--- src/rtl/pipe_hazard_ctrl.sv ---
// Stall/flush/exception sequencer for the 5-stage pipeline: pipeline register
// enables, a busy tracker for the multi-cycle mult/div unit, and a stall counter.
module pipe_hazard_ctrl #(
    parameter int unsigned MULT_LAT = 5,
    parameter int unsigned DIV_LAT  = 10,
    parameter int unsigned CNT_W    = 32
) (
    input  logic             clk,
    input  logic             reset,
    input  logic             D_hz_stall,
    input  logic             D_is_md,
    input  logic             E_md_start,
    input  logic             E_md_is_div,
    input  logic             M_exc_req,
    output logic             PC_WE,
    output logic             FD_WE,
    output logic             DE_WE,
    output logic             DE_flush,
    output logic             EM_WE,
    output logic             MW_WE,
    output logic             req,
    output logic             md_busy,
    output logic [3:0]       md_cnt,
    output logic [CNT_W-1:0] stall_cnt
);

    typedef enum logic [0:0] {
        MD_IDLE = 1'b0,
        MD_BUSY = 1'b1
    } md_state_e;

    localparam logic [3:0] MULT_CNT = 4'(MULT_LAT);
    localparam logic [3:0] DIV_CNT  = 4'(DIV_LAT);

    md_state_e        state_q, state_d;
    logic [3:0]       md_cnt_q, md_cnt_d;
    logic             md_busy_q, md_busy_d;
    logic [CNT_W-1:0] stall_cnt_q, stall_cnt_d;
    logic             md_go_s;
    logic             stall_s;

    // Stall decision; an excepting M instr kills the younger E start, and reset forces a free-running pipe
    always_comb begin
        md_go_s = E_md_start & ~M_exc_req;
        stall_s = ~reset & ~M_exc_req & (D_hz_stall | (D_is_md & (md_busy_q | md_go_s)));
    end

    // MDU occupancy next state; starts seen while busy are ignored and never reload the count
    always_comb begin
        state_d  = state_q;
        md_cnt_d = md_cnt_q;
        case (state_q)
            MD_IDLE: begin
                if (md_go_s) begin
                    state_d  = MD_BUSY;
                    md_cnt_d = E_md_is_div ? DIV_CNT : MULT_CNT;
                end else begin
                    state_d  = MD_IDLE;
                    md_cnt_d = 4'd0;
                end
            end
            MD_BUSY: begin
                md_cnt_d = md_cnt_q - 4'd1;
                if (md_cnt_q == 4'd1) begin
                    state_d = MD_IDLE;
                end else begin
                    state_d = MD_BUSY;
                end
            end
            default: begin
                state_d  = MD_IDLE;
                md_cnt_d = 4'd0;
            end
        endcase
        md_busy_d = (md_cnt_d != 4'd0);
    end

    // Stall performance counter, wraps naturally
    always_comb begin
        if (stall_s) begin
            stall_cnt_d = stall_cnt_q + CNT_W'(1);
        end else begin
            stall_cnt_d = stall_cnt_q;
        end
    end

    // State registers
    always_ff @(posedge clk) begin
        if (reset) begin
            state_q     <= MD_IDLE;
            md_cnt_q    <= 4'd0;
            md_busy_q   <= 1'b0;
            stall_cnt_q <= '0;
        end else begin
            state_q     <= state_d;
            md_cnt_q    <= md_cnt_d;
            md_busy_q   <= md_busy_d;
            stall_cnt_q <= stall_cnt_d;
        end
    end

    // Pipeline register controls; exception request wins over any stall
    always_comb begin
        PC_WE    = 1'b1;
        FD_WE    = 1'b1;
        DE_WE    = 1'b1;
        DE_flush = 1'b0;
        EM_WE    = 1'b1;
        MW_WE    = 1'b1;
        req      = 1'b0;
        if (reset) begin
            req = 1'b0;
        end else if (M_exc_req) begin
            req = 1'b1;
        end else if (stall_s) begin
            PC_WE    = 1'b0;
            FD_WE    = 1'b0;
            DE_flush = 1'b1;
        end else begin
            req = 1'b0;
        end
    end

    assign md_busy   = md_busy_q;
    assign md_cnt    = md_cnt_q;
    assign stall_cnt = stall_cnt_q;

endmodule

--- config.mk ---
export PLATFORM = sky130hd
export DESIGN_NAME = pipe_hazard_ctrl
export DESIGN_NICKNAME = d
export VERILOG_FILES = /design/src/rtl/pipe_hazard_ctrl.sv
export SDC_FILE = /design/constraint.sdc
export NUM_CORES = 1
export LEC_CHECK = 0
export BUFFER_PORTS_ARGS = -buffer_cell sky130_fd_sc_hd__buf_2
export CAP_MARGIN = 15
export CORE_UTILIZATION = 48
export CTS_BUF_LIST = sky130_fd_sc_hd__clkbuf_4 sky130_fd_sc_hd__clkbuf_8
export DETAILED_ROUTE_END_ITERATION = 10
export PLACE_DENSITY = 0.78
export SYNTH_ARGS = -nofsm -noshare
export SYNTH_HDL_FRONTEND = slang
export SYNTH_SLANG_ARGS = --single-unit
--- constraint.sdc ---
create_clock -name clk -period 2 [get_ports clk]
set_input_delay 0.1 -clock clk [delete_from_list [all_inputs] [get_ports clk]]
set_output_delay 0.1 -clock clk [all_outputs]
set_load 0.02 [all_outputs]
==> reports/qor.csv, run 1 <==
stage,metric,value,unit
timing,fin_crit,2.01,ns
grt,grt_max_degree,40,
drt,drt_iter0_markers,149,
grt,grt_overflow,0,
clocking,clkTransAtPathRegs,0.07,ns
grt,grt_first_pass_wirelength,6.42,mm
placement,place_congestion,0.777,
timing,final.period_utilization,100,%
critical_path,reg2regPathDepth,6,
cells_and_area,area_growth,34.5,%
power_and_ir_drop,p_per_area,592,nW/um2
logic_synthesis,yosys.cell_types.count,36,
outcome,status,"finished, violations left",
timing,tns,-0.00526,ns
logic_synthesis,ys_seq_area_share,42.5,%
logic_synthesis,synth_largest_area_cell,dfxtp_1,
logic_synthesis,synth-seq-cells,38,
logic_synthesis,netlist_instances,213,
logic_synthesis,ys_warn_count,0,
critical_path,worst_path_largest_cell_delay,0.57,ns
cells_and_area,antennaDiodeCount,0,
worst_hold_path,hold_depth,3,
drt,wire_per_inst,13.5,um
drt,wl,4.44,mm
critical_path,crit_fanout,7,
clocking,cts-htree-levels,2,
cells_and_area,layout-drive-gt1-share,37.0,%
logic_synthesis,synth_commonest_cells,"dfxtp_1 (38), a21oi_1 (22), nor2_1 (19)",
drt,final_antenna_net_count,0,
placement,hpwl,2.75,mm
critical_path,worstPathCellList,"o21ai_2, a211o_4, buf_4, or4_4, o31ai_1, a21oi_2",
logic_synthesis,syn_avg_cell_area,8.40,um2
logic_synthesis,async_reset_ff_share,0,%
timing,setup_slack,-0.00526,ns
clocking,root_buffer,clkbuf_8,
clocking,cts_tree,yes,
critical_path,worst_setup_path_start_kind,flop,
drt,remaining_drc_errors,0,
critical_path,crit_path_end_kind,flop,
cells_and_area,nets,294,
power_and_ir_drop,power_leakage,0.976,nW
timing,setup_viol,1,
logic_synthesis,synth_enable_flop_cells,0,
drt,drt_pre_antenna_iters,4,
logic_synthesis,synth_area_leaders,"dfxtp_1 (43%), a21oi_1 (6.2%), xnor2_1 (4.4%)",
floorplanning,pin_count,51,
clocking,clockBufferDepth,2,
timing,maxSlewViolCount,0,
logic_synthesis,synth_area,1790,um2
critical_path,cp.depth,6,
logic_synthesis,synth_most_common_cell,dfxtp_1,
floorplanning,fp.dieH,63.1,um
floorplanning,dieArea,3980,um2
timing,fin_skew,0.00328,ns
worst_hold_path,min-delay-path-class,in -> reg,
clocking,cts.sinks,38,
timing,hold_viol_final,0,
floorplanning,rows,21,
grt,track_usage,20.6,%
clocking,insertion_delay,0.29,ns
run,cap_viol_max_count,0,
floorplanning,die_w,63.1,um
power_and_ir_drop,vdd_drop_max,0.000395,V
clocking,cts_inserted_buffers,5,
critical_path,crit_arrival,2.18,ns
drt,vias,1819,
floorplanning,floorplan.initialDensity,52.0,%
critical_path,cp_num_buf_inv,1,
critical_path,critPathTopFamily,compound AO/OA/AOI/OAI gates,
timing,max_freq,499,MHz
critical_path,critical_path_class,reg -> reg,
critical_path,worst-endpoint-required,2.17,ns
drt,via_per_inst,5.51,
outcome,violations,negative setup slack,
critical_path,slowest_stage,or4_4,
logic_synthesis,synth_top_area_share,42.5,%
placement,io_buffers,47,
logic_synthesis,synth-main-ff-cell,dfxtp_1,
grt,antenna_found_initial,0,
floorplanning,coreArea,3440,um2
grt,grt_pass1_vias,1537,
timing,rsz0062_at_grt,yes,
cells_and_area,final_core_util,69.9,%
## path summary, 6_finish.rpt
kind / from / end / slack [ns]
worst max-delay path: md_busy / stall_cnt[30] / -0.005
worst min-delay path: E_md_is_div / md_cnt[2] / 0.12
worst max register to register: md_busy / stall_cnt[30] / -0.005
worst min register to register: stall_cnt[31] / stall_cnt[31] / 0.50
## cell usage in the layout, fill, tap and decap left out, types with 2 or more instances in the layout
cell      Yosys  routed
dfxtp_1      38      31
a21oi_1      22      18
ha_1          3       3
nand2_1      14      13
inv_1        11      11
o21ai_1       0       4
and4_1        2       2
or4_1         8       3
clkbuf_4      0       2
or3_1        12      12
nor3_1        5       5
buf_4         4      23
nand4_1       9       9
or4_4         0       8
clkbuf_8      0       5
dfxtp_4       0       2
buf_2         2      47
dfxtp_2       0       5
a21oi_2       0       4
xor2_1        7       7
nor2_1       19      19
conb_1        1       3
nand3_1       7       6
xnor2_1       9       9
o31ai_1       6       4
o21ai_0      11       7
and3_1        3       2
## routing by layer
| metal | track usage (%) | share of wire [%] | vias to the layer above |
|---|---|---|---|
| li1 | - | - | 902 |
| met1 | 24.5 | 45 | 842 |
| met2 | 34.1 | 47 | 65 |
| met3 | 4.35 | 6.2 | 10 |
| met4 | 11.3 | 2.0 | 0 |
| met5 | 0 | 0 | - |
## flip-flops by register name, indices dropped and copies added (netlist names)
signal	count
md_cnt	4
stall_cnt	32
md_busy	1
state_q	1
## power breakdown
part	internal (W)	switching, W	leakage [nW]	total [W]
registers	0.000769	0.0000116	0.311	0.000780
logic	0.0000430	0.0000759	0.620	0.000119
clock network	0.000267	0.000259	0.0452	0.000526
## cell families after synthesis
logic type / count (synthesis) / share of synthesized area, %
compound gates: 43 / 14.1
buf+inv: 23 / 6.22
flops: 38 / 42.5
simple gates: 89 / 27.1
fa+ha+maj: 3 / 2.10
other cells: 1 / 0.210
xor+xnor: 16 / 7.83
## metrics by stage
step / total power [W] / std cells / hold slack [ns] / setup slack (ns) / cell area, um2
final: 0.00143 / 330 / 0.124 / -0.00526 / 2410
after CTS: 0.00143 / 321 / 0.119 / 0.00246 / 2250
after global routing: 0.00149 / 330 / 0.159 / -0.0637 / 2410
after global placement: 0.000911 / 314 / 0.434 / 0.0378 / 2170
after floorplan: 0.000882 / 215 / 0.318 / -0.0605 / 1830
after detailed placement: 0.000913 / 314 / 0.432 / 0.0108 / 2170
## cell type report
class	instances	area (um2)
Timing Repair Buffer	70	408
Fill cell	278	1030
Multi-Input combinational cell	157	1040
Tap cell	46	57.6
Clock buffer	7	83.8
Inverter	12	45.0
Sequential cell	38	774
## worst min-delay path, cell delays in order
cell and delay [ns]:
buf_2 0.08, nand2b_1 0.13, a21oi_1 0.07
## repair_timing
item,CTS,global route
setup buffers,0,6
gates resized for setup,0,24
endpoints found under the setup margin,0,7
hold buffers,0,0
(Power assumes the default switching activity.)
==> run 2: changes to the inputs <==
Settings changed: ABC_AREA set to 1, CORE_UTILIZATION 48 to 51, GPL_ROUTABILITY_DRIVEN set to 0, PLACE_DENSITY 0.78 to 0.79.
==> run 2 against run 1 <==
The run now ends clean. Critical path depth stayed put. Combinational power up 28%. Synthesized area up 27%. Critical path type is now reg -> out. Non-clock buffer count decreased by 21. Synthesized cell count increased by 55%. Sequential share of layout area decreased by 3.0 points. Core utilization is 7.1 points lower. Flip-flop and latch count stayed put. Via count increased by 22%. Global-route usage rose by 2.8 points. Critical endpoint is now DE_flush. Die area increased by 18%. Fmax grew 14%.
==> reports/qor.csv, run 2 <==
stage,metric,value,unit,change
timing,setup_slack,0.244,ns,was -0.00526 ns
critical_path,crit_arrival,1.66,ns,was 2.18 ns
critical_path,critical_path_class,reg -> out,,was reg -> reg
placement,hpwl,3.77,mm,was 2.75 mm
drt,vias,2222,,was 1819
grt,grt_overflow,0,,unchanged
outcome,status,completed,,"was finished, violations left"
clocking,cts_inserted_buffers,5,,unchanged
timing,relSlewSlack,49.8,%,
run,cap_viol_max_count,0,,unchanged
cells_and_area,multiInputGateArea,1270,um2,was 1040 um2
logic_synthesis,ys_warn_count,0,,unchanged
timing,max_freq,569,MHz,was 499 MHz
cells_and_area,area_growth,15.0,%,was 34.5%
logic_synthesis,synth_largest_area_cell,dfxtp_1,,unchanged
cells_and_area,most-common-layout-cells,"nand2_1 (80), nor2_1 (56), buf_2 (47)",,"was buf_2 (47), dfxtp_1 (31), buf_4 (23)"
logic_synthesis,ys_seq_area_share,33.6,%,was 42.5%
critical_path,worst-endpoint-required,1.90,ns,was 2.17 ns
timing,tns,0,ns,was -0.00526 ns
drt,remaining_drc_errors,0,,unchanged
drt,wl,5.10,mm,was 4.44 mm
power_and_ir_drop,switching_power,0.000377,W,was 0.000347 W
power_and_ir_drop,p_int,0.00122,W,was 0.00108 W
logic_synthesis,netlist_instances,330,,was 213
power_and_ir_drop,power_leakage,1.14,nW,was 0.976 nW
clocking,insertion_delay,0.29,ns,about the same
clocking,hold_buffers,0,,unchanged
logic_synthesis,synth_top_area_share,33.6,%,was 42.5%
timing,fin_skew,0.00844,ns,was 0.00328 ns
logic_synthesis,synthSimpleGateAreaFrac,45.4,%,was 27.1%
drt,final_antenna_net_count,0,,unchanged
timing,tightest_slew,0.753,ns,
critical_path,crit_path_end_kind,output pin,,was flop
logic_synthesis,synth_mux_area_share,0,%,unchanged
clocking,cts_tree,yes,,unchanged
floorplanning,coreArea,4140,um2,was 3440 um2
cells_and_area,nets,386,,was 294
floorplanning,pin_count,51,,unchanged
timing,fin_crit,1.76,ns,was 2.01 ns
floorplanning,dieArea,4710,um2,was 3980 um2
logic_synthesis,synth_enable_flop_cells,0,,unchanged
logic_synthesis,syn_avg_cell_area,6.86,um2,was 8.40 um2
logic_synthesis,synth-seq-cells,38,,unchanged
grt,antenna_found_initial,0,,unchanged
drt,drt_pre_antenna_iters,5,,was 4
cells_and_area,layout-drive-gt1-share,23.7,%,was 37.0%
logic_synthesis,synth_most_common_cell,nand2_1,,was dfxtp_1
logic_synthesis,async_reset_ff_share,0,%,unchanged
critical_path,reg2reg_to,stall_cnt[12],,was stall_cnt[30]
critical_path,reg2regPathDepth,7,,was 6
critical_path,crit_fanout,16,,was 7
clocking,cts.sinks,38,,unchanged
floorplanning,floorplan.initialDensity,54.6,%,was 52.0%
clocking,root_buffer,clkbuf_8,,unchanged
timing,maxSlewViolCount,0,,unchanged
critical_path,r2r-start,stall_cnt[0],,was md_busy
critical_path,r2r_setup_slack,0.39,ns,was -0.005 ns
timing,setup_viol,0,,was 1
logic_synthesis,synth_area,2260,um2,was 1790 um2
cells_and_area,final_core_util,62.8,%,was 69.9%
placement,pre_cts_slack,0.417,ns,was 0.0108 ns
clocking,post_cts_resized,0,,unchanged
clocking,cts-htree-levels,2,,unchanged
clocking,cts_setup_buffers,0,,unchanged
grt,grt_pass1_vias,1866,,was 1537
power_and_ir_drop,p_clk_share,41.5,%,was 36.9%
logic_synthesis,synth-main-ff-cell,dfxtp_1,,unchanged
drt,wire_per_inst,12.0,um,was 13.5 um
logic_synthesis,synth_fa_ha_area_share,1.66,%,was 2.10%
logic_synthesis,synth_area_leaders,"dfxtp_1 (34%), nand2_1 (13%), nor2_1 (9.3%)",,"was dfxtp_1 (43%), a21oi_1 (6.2%), xnor2_1 (4.4%)"
critical_path,worst_path_largest_cell_delay,0.42,ns,was 0.57 ns
floorplanning,fp.dieH,68.6,um,was 63.1 um
logic_synthesis,yosys.area_share.xor_xnor,1.55,%,was 7.83%
worst_hold_path,min-delay-path-class,in -> reg,,unchanged
worst_hold_path,min_to,md_cnt[3],,was md_cnt[2]
worst_hold_path,holdCritStartpoint,E_md_is_div,,unchanged
logic_synthesis,synth_commonest_cells,"nand2_1 (80), nor2_1 (56), dfxtp_1 (38), inv_1 (38), nand3_1 (26)",,"was dfxtp_1 (38), a21oi_1 (22), nor2_1 (19)"
floorplanning,rows,23,,was 21
logic_synthesis,synth_compound_area_share,7.07,%,was 14.1%
power_and_ir_drop,p_per_area,611,nW/um2,was 592 nW/um2
floorplanning,die_w,68.6,um,was 63.1 um
cells_and_area,ff_latch_area,761,um2,was 774 um2
drt,via_per_inst,5.22,,was 5.51
logic_synthesis,yosys.cell_types.count,33,,was 36
placement,io_buffers,47,,unchanged
worst_hold_path,hold_depth,5,,was 3
logic_synthesis,synth_top_family_by_area,simple AND/OR/NAND/NOR gates,,unchanged
critical_path,slowest_stage,a21boi_4,,was or4_4
clocking,clockBufferDepth,2,,unchanged
power_and_ir_drop,vdd_drop_max,0.000332,V,was 0.000395 V
timing,rsz0062_at_grt,no,,was yes
critical_path,worstPathCellList,"inv_1, nand2_2, nand2_4, a21boi_4, buf_4, buf_2",,"was o21ai_2, a211o_4, buf_4, or4_4, o31ai_1, a21oi_2"
timing,hold_viol_final,0,,unchanged
power_and_ir_drop,seq_power_share,48.9,%,was 54.7%
clocking,clkTransAtPathRegs,0.07,ns,about the same
power_and_ir_drop,switching_share,23.7,%,was 24.3%
cells_and_area,antennaDiodeCount,0,,unchanged
critical_path,worst_setup_path_start_kind,flop,,unchanged
power_and_ir_drop,comb_power_share,9.6,%,was 8.3%
timing,final.period_utilization,87.8,%,was 100%
grt,grt_first_pass_wirelength,8.14,mm,was 6.42 mm
grt,track_usage,23.4,%,was 20.6%
cells_and_area,largest_reg_flops,32,,unchanged
cells_and_area,nFillCells,385,,was 278
grt,grt_max_degree,24,,was 40
cells_and_area,mostFrequentLayoutCell,nand2_1,,was buf_2
drt,drt_iter0_markers,96,,was 149
-- run 2: cell types whose count changed in the layout (fill, tap and decap cells not counted), moves of 5 or more --
cell / before / now
inv_1: 11 / 38
dfxtp_1: 31 / 38
nand3_1: 6 / 26
nor2_4: 0 / 8
nand2_1: 13 / 80
a21oi_1: 18 / 13
nor3_2: 0 / 5
nor2_1: 19 / 56
or4_4: 8 / 0
dfxtp_2: 5 / 0
buf_4: 23 / 2
xnor2_1: 9 / 1
or3_1: 12 / 0
-- run 2: cells by family (layout without fill, tap and decap cells) --
group                      count (synthesis)  count (layout)
xor gates and xnor gates                   4               4
DFF                                       38              38
buffers and inverters                     51              95
and+or+nand+nor                          206             206
AOI/OAI and AO/OA                         27              27
adders and majority gates                  3               3
other                                      1               3
-- run 2: per-stage QoR --
step | power, W | hold slack (ns) | cell area (um2) | std cells
3_5_place_dp | 0.000949 | 0.467 | 2490 | 419
3_3_place_gp | 0.000945 | 0.459 | 2490 | 419
4_1_cts | 0.00161 | 0.171 | 2600 | 426
2_1_floorplan | 0.000922 | 0.308 | 2270 | 332
5_1_grt | 0.00166 | 0.230 | 2600 | 426
6_report | 0.00159 | 0.173 | 2600 | 426
-- run 2: critical path: cells and delay by family, from the launching register on --
family	cells	cell delay, ns
buffers and inverters	3	0.47
AO/OA/AOI/OAI	1	0.42
flip-flops	1	0.33
AND/OR/NAND/NOR	2	0.13
-- run 2: cell type report --
cell class	count	area share (%)
Clock buffer	6	3.17
Clock inverter	1	1.15
Inverter	39	5.62
Multi-Input combinational cell	243	48.8
Sequential cell	38	29.2
Tap cell	50	2.40
Timing Repair Buffer	49	9.61
-- run 2: how the worst max path moves through the flow --
stage	slack [ns]	start	cells past startpoint	to
floorplan	0.38	stall_cnt[0]	7	stall_cnt[12]
global placement	0.47	stall_cnt[0]	7	stall_cnt[12]
detailed placement	0.42	stall_cnt[0]	7	stall_cnt[12]
CTS	0.25	md_busy	6	DE_flush
global route	0.13	md_busy	6	DE_flush
finish	0.24	md_busy	6	DE_flush
-- run 2: power by group through the flow --
| stage | Combinational [W] | Sequential, W | Clock (W) |
|---|---|---|---|
| 6_report | 0.000152 | 0.000778 | 0.000661 |
| 5_1_grt | 0.000170 | 0.000779 | 0.000707 |
| 4_1_cts | 0.000154 | 0.000778 | 0.000674 |
| 3_5_place_dp | 0.000154 | 0.000795 | 0 |
| 3_3_place_gp | 0.000150 | 0.000795 | 0 |
| 2_1_floorplan | 0.000114 | 0.000808 | 0 |
-- run 2: routing by layer --
| metal | GRT usage (%) | routed length, um |
|---|---|---|
| met1 | 30.7 | 2350 |
| met2 | 37.6 | 2370 |
| met3 | 5.10 | 301 |
| met4 | 8.33 | 79 |
| met5 | 0 | 0 |
==> run 3: changes to the inputs <==
Settings changed: CORE_UTILIZATION 51 to 55, PLACE_DENSITY 0.79 to 0.81, RECOVER_POWER set to 100.
Clock period 2 ns to 1.8 ns, I/O delays scaled along.
==> run 3 against run 2 <==
Critical path depth fell by 1. Sequential share of layout area is 1.1 points higher. Cell count fell by 0.23%. Total power is 1.1% higher. First-iteration DRC count increased by 56%. Largest cell class unchanged. Critical path type unchanged. Worst hold slack lost 0.012 ns. Cell area decreased by 3.6%. Largest power group unchanged. Core utilization increased by 3.3 points.
==> reports/qor.csv, run 3 (synthesis results as in run 2) <==
stage,metric,value,unit,change
outcome,status,completed,,unchanged
critical_path,reg2reg_to,stall_cnt[26],,was stall_cnt[12]
clocking,clkTransAtPathRegs,0.07,ns,about the same
timing,whs,0.161,ns,was 0.173 ns
power_and_ir_drop,comb_power_share,9.9,%,was 9.6%
drt,vias,2168,,was 2222
timing,hold_viol_final,0,,unchanged
placement,placement.cell_area,2500,um2,was 2490 um2
grt,antenna_found_initial,0,,unchanged
floorplanning,rows,22,,was 23
power_and_ir_drop,vdd_drop_max,0.000482,V,was 0.000332 V
floorplanning,fp.dieH,66.2,um,was 68.6 um
drt,remaining_drc_errors,0,,unchanged
critical_path,worst-endpoint-required,1.71,ns,was 1.90 ns
timing,tns,0,ns,unchanged
drt,wire_per_inst,11.5,um,was 12.0 um
floorplanning,floorplan.initialDensity,59.6,%,was 54.6%
clocking,cts-htree-levels,2,,unchanged
clocking,cts.sinks,38,,unchanged
drt,via_per_inst,5.10,,was 5.22
timing,final.period_utilization,90.9,%,
grt,grt_pass1_vias,1947,,was 1866
critical_path,cp-startpoint,md_busy,,unchanged
clocking,post_cts_resized,0,,unchanged
critical_path,worst_setup_path_start_kind,flop,,unchanged
critical_path,r2r-start,stall_cnt[1],,was stall_cnt[0]
power_and_ir_drop,p_clk_share,36.4,%,was 41.5%
timing,max_freq,611,MHz,
critical_path,r2r_setup_slack,0.17,ns,was 0.39 ns
cells_and_area,mostFrequentLayoutCell,nand2_1,,unchanged
critical_path,worst_path_largest_cell_delay,0.45,ns,was 0.42 ns
clocking,cts_inserted_buffers,5,,unchanged
floorplanning,pin_count,51,,unchanged
drt,wl,4.90,mm,was 5.10 mm
critical_path,cp_num_buf_inv,2,,was 3
cells_and_area,area_growth,10.9,%,was 15.0%
power_and_ir_drop,seq_power_share,53.7,%,was 48.9%
floorplanning,coreArea,3800,um2,was 4140 um2
worst_hold_path,min_to,md_cnt[0],,was md_cnt[3]
critical_path,slowest_stage,a21boi_4,,unchanged
placement,hpwl,3.61,mm,was 3.77 mm
placement,io_buffers,47,,unchanged
cells_and_area,layout-drive-gt1-share,11.9,%,was 23.7%
cells_and_area,largest_reg_flops,32,,unchanged
clocking,cts_tree,yes,,unchanged
cells_and_area,fin_area,2510,um2,was 2600 um2
power_and_ir_drop,switching_power,0.000411,W,was 0.000377 W
power_and_ir_drop,p_int,0.00120,W,was 0.00122 W
critical_path,critical_path_class,reg -> out,,unchanged
timing,relSlewSlack,51.8,%,was 49.8%
run,cap_viol_max_count,0,,unchanged
cells_and_area,fin_cells,425,,was 426
cells_and_area,most-common-layout-cells,"nand2_1 (82), nor2_1 (58), clkbuf_1 (42)",,"was nand2_1 (80), nor2_1 (56), buf_2 (47)"
power_and_ir_drop,switching_share,25.6,%,was 23.7%
worst_hold_path,holdCritStartpoint,E_md_is_div,,unchanged
timing,fin_skew,0.00366,ns,was 0.00844 ns
clocking,clockBufferDepth,2,,unchanged
timing,fin_crit,1.64,ns,
cells_and_area,nFillCells,383,,was 385
worst_hold_path,hold_depth,4,,was 5
critical_path,critPathTopFamily,compound AO/OA/AOI/OAI gates,,was buffers and inverters
clocking,cts_setup_buffers,0,,unchanged
drt,drt_pre_antenna_iters,4,,was 5
clocking,hold_buffers,0,,unchanged
cells_and_area,antennaDiodeCount,0,,unchanged
grt,track_usage,25.6,%,was 23.4%
timing,maxSlewViolCount,0,,unchanged
grt,grt_overflow,0,,unchanged
critical_path,worstPathCellList,"inv_1, nand2_1, nand2_4, a21boi_4, clkbuf_1",,"was inv_1, nand2_2, nand2_4, a21boi_4, buf_4, buf_2"
power_and_ir_drop,p_per_area,641,nW/um2,was 611 nW/um2
timing,tightest_slew,0.722,ns,was 0.753 ns
cells_and_area,multiInputGateArea,1260,um2,was 1270 um2
cells_and_area,ff_latch_area,762,um2,was 761 um2
power_and_ir_drop,power_leakage,0.956,nW,was 1.14 nW
clocking,insertion_delay,0.29,ns,about the same
critical_path,crit_fanout,19,,was 16
clocking,root_buffer,clkbuf_8,,unchanged
placement,dpl.cell_count,418,,was 419
drt,final_antenna_net_count,0,,unchanged
timing,rsz0062_at_grt,no,,unchanged
critical_path,reg2regPathDepth,10,,was 7
floorplanning,dieArea,4380,um2,was 4710 um2
cells_and_area,nets,387,,was 386
grt,grt_first_pass_wirelength,8.45,mm,was 8.14 mm
drt,drt_iter0_markers,150,,was 96
power_and_ir_drop,p_total,0.00161,W,was 0.00159 W
critical_path,crit_path_end_kind,output pin,,unchanged
grt,grt_max_degree,24,,unchanged
critical_path,crit_arrival,1.55,ns,was 1.66 ns
timing,setup_viol,0,,unchanged
worst_hold_path,min-delay-path-class,in -> reg,,unchanged
floorplanning,die_w,66.2,um,was 68.6 um
## run 3: changes by cell type in the layout (fill, tap and decap cells not counted), sizes merged
cell,previous run,this run
bufinv,1,0
buf,49,7
clkbuf,6,50
## run 3: stage by stage
stage,worst slack [ns],utilization [%]
after floorplan,0.178,-
after global placement,0.271,65.7
after detailed placement,0.210,65.7
after CTS,0.185,67.9
after global routing,0.0109,66.1
final,0.163,66.1
## run 3: worst max path at each step
| stage | slack, ns | end | cells past startpoint |
|---|---|---|---|
| finish | 0.16 | DE_flush | 5 |
| global route | 0.01 | stall_cnt[30] | 10 |
| CTS | 0.18 | stall_cnt[12] | 7 |
| detailed placement | 0.21 | stall_cnt[12] | 7 |
| global placement | 0.27 | stall_cnt[12] | 7 |
| floorplan | 0.18 | stall_cnt[12] | 7 |
## run 3: cell type report
class / count / share of cell area [%]
Timing Repair Buffer: 50 / 8.07
Sequential cell: 38 / 30.3
Tap cell: 48 / 2.39
Clock buffer: 7 / 3.34
Multi-Input combinational cell: 243 / 50.0
Inverter: 39 / 5.83
## run 3: power groups by stage
stage | registers, W | clock network, W | logic, W
after floorplan | 0.000897 | 0 | 0.000127
after global placement | 0.000883 | 0 | 0.000168
after detailed placement | 0.000883 | 0 | 0.000171
after CTS | 0.000864 | 0.000598 | 0.000171
after global routing | 0.000866 | 0.000638 | 0.000178
final | 0.000865 | 0.000586 | 0.000159
## run 3: per-layer routing
| metal | global-route usage, % | up-vias | routed length (um) |
|---|---|---|---|
| met4 | 5.59 | 0 | 46 |
| li1 | - | 1128 | - |
| met3 | 7.24 | 4 | 280 |
| met1 | 31.6 | 976 | 2340 |
| met5 | 0 | - | 0 |
| met2 | 43.8 | 60 | 2240 |
## run 3: tightest hold or removal path, cell delays in order
cell     delay [ns]
buf_2          0.11
inv_1          0.06
a22oi_1        0.08
nor2_1         0.08
